File: config.mk
export PLATFORM = sky130hd
export DESIGN_NAME = cond_exec_unit
export DESIGN_NICKNAME = d
export VERILOG_FILES = /design/src/rtl/cond_exec_unit.sv
export SDC_FILE = /design/constraint.sdc
export NUM_CORES = 1
export LEC_CHECK = 0
export CORE_AREA = 4 4 41 43
export DETAILED_ROUTE_END_ITERATION = 7
export DIE_AREA = 0 0 45 47
export SLEW_MARGIN = 20
export SYNTH_ARGS = -nofsm -noshare
export SYNTH_HDL_FRONTEND = slang
export SYNTH_SLANG_ARGS = --single-unit
File: constraint.sdc
create_clock -name clk -period 1.8 [get_ports clk]
set_input_delay 0.36 -clock clk [delete_from_list [all_inputs] [get_ports clk]]
set_output_delay 0.36 -clock clk [all_outputs]
set_load 0.01 [all_outputs]
File: src/rtl/cond_exec_unit.sv
// Conditional-execution stage: holds the NZCV flags, evaluates the condition field
// and qualifies the decoder's write/branch intents into committed strobes.
module cond_exec_unit #(
    parameter logic [3:0] FLAG_RST = 4'b0000
) (
    input  logic       clk,
    input  logic       reset,
    input  logic       en,
    input  logic [3:0] Cond,
    input  logic [3:0] ALUFlags,
    input  logic [1:0] FlagW,
    input  logic       PCS,
    input  logic       RegW,
    input  logic       MemW,
    input  logic       NoWrite,
    output logic       PCSrc,
    output logic       RegWrite,
    output logic       MemWrite,
    output logic       CondEx,
    output logic [3:0] Flags
);

    logic n, z, c, v;
    logic go;

    assign {n, z, c, v} = Flags;

    // Condition is always judged against the registered flags, never ALUFlags.
    always_comb begin
        CondEx = 1'b0;
        unique case (Cond)
            4'b0000: CondEx = z;
            4'b0001: CondEx = ~z;
            4'b0010: CondEx = c;
            4'b0011: CondEx = ~c;
            4'b0100: CondEx = n;
            4'b0101: CondEx = ~n;
            4'b0110: CondEx = v;
            4'b0111: CondEx = ~v;
            4'b1000: CondEx = c & ~z;
            4'b1001: CondEx = ~c | z;
            4'b1010: CondEx = (n == v);
            4'b1011: CondEx = (n != v);
            4'b1100: CondEx = ~z & (n == v);
            4'b1101: CondEx = z | (n != v);
            4'b1110: CondEx = 1'b1;
            4'b1111: CondEx = 1'b0;
        endcase
    end

    assign go       = CondEx & en & ~reset;
    assign PCSrc    = PCS & go;
    assign RegWrite = RegW & ~NoWrite & go;
    assign MemWrite = MemW & go;

    always_ff @(posedge clk) begin
        if (reset) begin
            Flags <= FLAG_RST;
        end else begin
            if (go && FlagW[1]) Flags[3:2] <= ALUFlags[3:2];
            if (go && FlagW[0]) Flags[1:0] <= ALUFlags[1:0];
        end
    end

endmodule

## After elaboration in Yosys (flattened, before gate mapping)

Cells that the tools add are included.

| storage, ports and cells | value |
|---|---|
| register bits after elaboration | 4 |
| output and inout bits | 8 |
| word-level logic and storage cells | 39 |

| operators by class | value |
|---|---|
| eq/ne operators | 17 |
| muxes and demuxes | 1 |
| bitwise logic cells | 16 |
| reductions and logical operators | 3 |

Operator list:

| operator | count |
|---|---|
| $eq A4 B4 Y1 const B | 8 |
| $eq A4 B3 Y1 const B | 4 |
| $pmux W1 S16 | 1 |
| $and A1 B1 Y1 | 8 |
| $eq A4 B2 Y1 const B | 2 |
| $not A1 Y1 | 6 |
| $eq A4 B1 Y1 const B | 1 |
| $logic_not A4 Y1 | 1 |
| $logic_and A1 B1 Y1 | 2 |
| $or A1 B1 Y1 | 2 |
| $eq A1 B1 Y1 | 1 |
| $ne A1 B1 Y1 | 1 |

## Logic depth before layout (Yosys ltp)

| logic depth | value |
|---|---|
| word-level depth | 6 |
| depth in mapped cells | 5 |
| depth with buffers taken out | 5 |

## Worst setup path after synthesis

OpenSTA, ideal clock, no wires.

| timing | value |
|---|---|
| kind | register -> output |
| start point | register Flags[3] |
| end point | output port RegWrite |
| data arrival time | 1.573 ns |
| required time | 1.440 ns |
| slack | -0.133 ns |
| stages on the path, launching flop included | 6 |
| buffers on the path | 0 |
| path through | dfxtp_1 -> and3b_2 -> a2111oi_4 -> a211oi_2 -> xor2_1 -> and4b_1 |

| on the way | value |
|---|---|
| cells in the longest elaborated chain, start to end | 6 |
| elaborated cells between the ends (all ways) | 9 |
| those cells by class | 2 x eq/ne; 1 x mux; 6 x bitwise |

Ends and longest elaborated chain:

| item | RTL line | RTL |
|---|---|---|
| from (decl) | 20 | `output logic [3:0] Flags` |
| from (signal assigned) | 60 | `if (go && FlagW[1]) Flags[3:2] <= ALUFlags[3:2];` |
| $ne A1 B1 Y1 / $eq A1 B1 Y1 (equally long branches) | - |  |
| $or A1 B1 Y1 / $and A1 B1 Y1 (equally long branches) | 45, 44 |  |
| $pmux W1 S16 * | 31 | `unique case (Cond)` |
| named net CondEx | 19 | `output logic CondEx,` |
| $and A1 B1 Y1 * (2 in series) | 51 | `assign go = CondEx & en & ~reset;` |
| $and A1 B1 Y1 * | 53 | `assign RegWrite = RegW & ~NoWrite & go;` |
| to (decl) | 17 | `output logic RegWrite,` |

Mark *: on every way through the listed nets, which the timed path passes. The rest lies on a longest branch.

## Worst setup path after layout

| timing | value |
|---|---|
| start point | register Flags[3] |
| end point | output port RegWrite |

| on the way | value |
|---|---|
| cells in the longest elaborated chain, start to end | 6 |
| elaborated cells between the ends (all ways) | 9 |
| those cells by class | 2 x eq/ne; 1 x mux; 6 x bitwise |

Ends and longest elaborated chain:

| item | RTL line |
|---|---|
| $ne A1 B1 Y1 / $eq A1 B1 Y1 (equally long branches) | - |
| $or A1 B1 Y1 / $and A1 B1 Y1 (equally long branches) | 45, 44 |
| $pmux W1 S16 * | 31 |
| $and A1 B1 Y1 * (2 in series) | 51 |
| $and A1 B1 Y1 * | 53 |

Every way passes the cells marked *; elsewhere a longest branch is shown, timed or not.

==> impl_metrics.toml <==
[clock_network]
cts_tree = "built"
cts_root_buf = "clkbuf_4"
clock_sinks = 4
clock_latency_ps = 230
clk_pin_slew_ps = 40
cts_buffer_depth = 2
cts_buffers = 3
h-tree-depth = 1

[drt]
drt-initial-drc-count = 0
ant_nets = 0
viasPerCell = 4.42
finalWirelength_um = 992
first_pass_iters = 1
via_count = 402
drc = 0
wl_per_cell_um = 10.9

[placed_design]
place.gp.congestion = 0.716
dp_slack_ps = -1040
hpwl_um = 814
portBuffers = 24
post_dp_cell_area_um2 = 716

[timing]
fin_crit_sh = 1.12
maxSlewHeadroom = 0.802
worst_slack_ps = -223
fin_setup_tns_ps = -764
max_freq_mhz = 494
finalHoldViolCount = 0
rsz0062_at_grt = "true"
setup_viol = 4
tightest_slew_ps = 296
fin_crit_ps = 2020
drv_slew = 0
skew_ps = 2.44

[layout]
final_common_cell = "clkdlybuf4s50_1"
drive_gt1_frac = 0.461
largest_reg_flops = 4
areaGrowthSynthToFinish_pct = 105
top_register = "Flags"
diodes = 0
fin_nets = 95
fin_area_um2 = 743
largestRegisters = "Flags (4)"
final_cell_mix = "17 x clkdlybuf4s50_1, 11 x buf_4, 8 x nand2b_1"
fin_util = 0.571

[power_and_ir_drop]
p_total_w = 0.000331
ir_worst_vdd_mv = 0.268
powerDensity_nw_per_um2 = 445
p_leak_nw = 0.332

[synth]
syn-num-nets = 55
synth_warnings = 0
yosysSeqAreaShare = 0.221
synth.distinct_cells = 18
syn_inst = 38
syn_area_um2 = 363
ys_ff_latch = 4
synth_area_per_cell_um2 = 9.55

[grt]
grt.overflow.total = 0
antenna_found_initial = 0
track_usage = 0.106
grt_pass1_wl_mm = 1.56
grt_start_max_net_pins = 9
grt_pass1_vias = 387

[hold_path]
hold_path_class = "flop to flop"

[setup_path]
arrival_ps = 1660
cp-end-kind = "primary output"
path_buf_inv = 1
cp-start-kind = "flop"
path_cells = "and3b_2 > a2111oi_4 > a211oi_2 > xor2_2 > and4b_1 > buf_2"
worstPathRequired_ps = 1440
crit_type = "flop to primary output"
slowest_stage = "dfxtp_2"
crit_fanout = 4
path_delay_family = "simple AND/OR/NAND/NOR gates"
slowest_delay_ps = 330

[floorplan]
fp.dieH_um = 47
fp.dieArea_um2 = 2120
die_w_um = 45
pin_count = 25
initial_core_util = 0.279
core_um2 = 1300
rows = 13

[outcome]
violations = "negative setup slack"
status = "finished, violations left"

[run]
max_cap_violations = 0
-- where the power goes --
part,internal (W),switching [W]
registers,0.0000920,0.00000316
logic,0.0000833,0.0000434
clock network,0.0000745,0.0000347
total,0.000250,0.0000813
-- synthesized netlist by cell type --
cell type / count / area, um2
a211oi_2: 1 / 12.5
mux2i_1: 4 / 40.0
dfxtp_1: 4 / 80.1
nand3_1: 2 / 10.0
or3_1: 1 / 6.26
nand3b_1: 2 / 15.0
and4b_1: 1 / 10.0
mux2_2: 3 / 33.8
nor2b_1: 2 / 12.5
nor3b_1: 1 / 7.51
and3b_2: 1 / 10.0
nand2b_1: 8 / 50.1
o21ai_0: 1 / 5.00
nor2_1: 1 / 3.75
and3_1: 2 / 12.5
xnor2_1: 2 / 17.5
xor2_1: 1 / 8.76
a2111oi_4: 1 / 27.5
-- worst register-to-register path, stage by stage (launching register included) --
cell       delay [ps]
dfxtp_1           350
nor2b_1           210
a2111oi_4          50
a211oi_2          270
buf_4             180
mux2_2            360
mux2i_1           130
-- final cells by class --
cell class	instances	area (um2)
sequential	4	83.8
fill	137	558
clock buffer	3	22.5
timing repair buffer	35	300
multi-input combinational	34	318
tap	15	18.8
-- cells by family after synthesis --
kind of cell,after synthesis,synth area share
muxes,7,0.203
DFF,4,0.221
and+or+nand+nor,21,0.379
xor gates and xnor gates,3,0.0724
AOI/OAI and AO/OA,3,0.124
-- metal layers --
layer  wire length (um)  global-route usage  up-vias
met3                 84              0.0307        2
met1                418               0.114      172
met4                 11              0.0877        0
li1                   -                   -      215
met2                478               0.172       13
met5                  0                   0        -
-- what timing repair did --
action	CTS	global route
buffers inserted	1	0
pin swaps	8	2
hold endpoints to repair	0	0
hold buffers	0	0
resized for setup	30	4
setup endpoints to repair	8	4
-- final timing paths --
check	from	end	slack (ps)	cells past startpoint
min reg2reg	Flags[2]	Flags[2]	560	2
max reg2reg	Flags[2]	Flags[0]	140	6
max	Flags[3]	RegWrite	-220	6
min	Flags[2]	Flags[2]	560	2
-- stage by stage --
| step | hold slack [ps] | std cells |
|---|---|---|
| 2_1_floorplan | 493 | 38 |
| 3_3_place_gp | 538 | 87 |
| 3_5_place_dp | 556 | 87 |
| 4_1_cts | 561 | 91 |
| 5_1_grt | 606 | 91 |
| 6_report | 557 | 91 |
(Power assumes the default switching activity.)
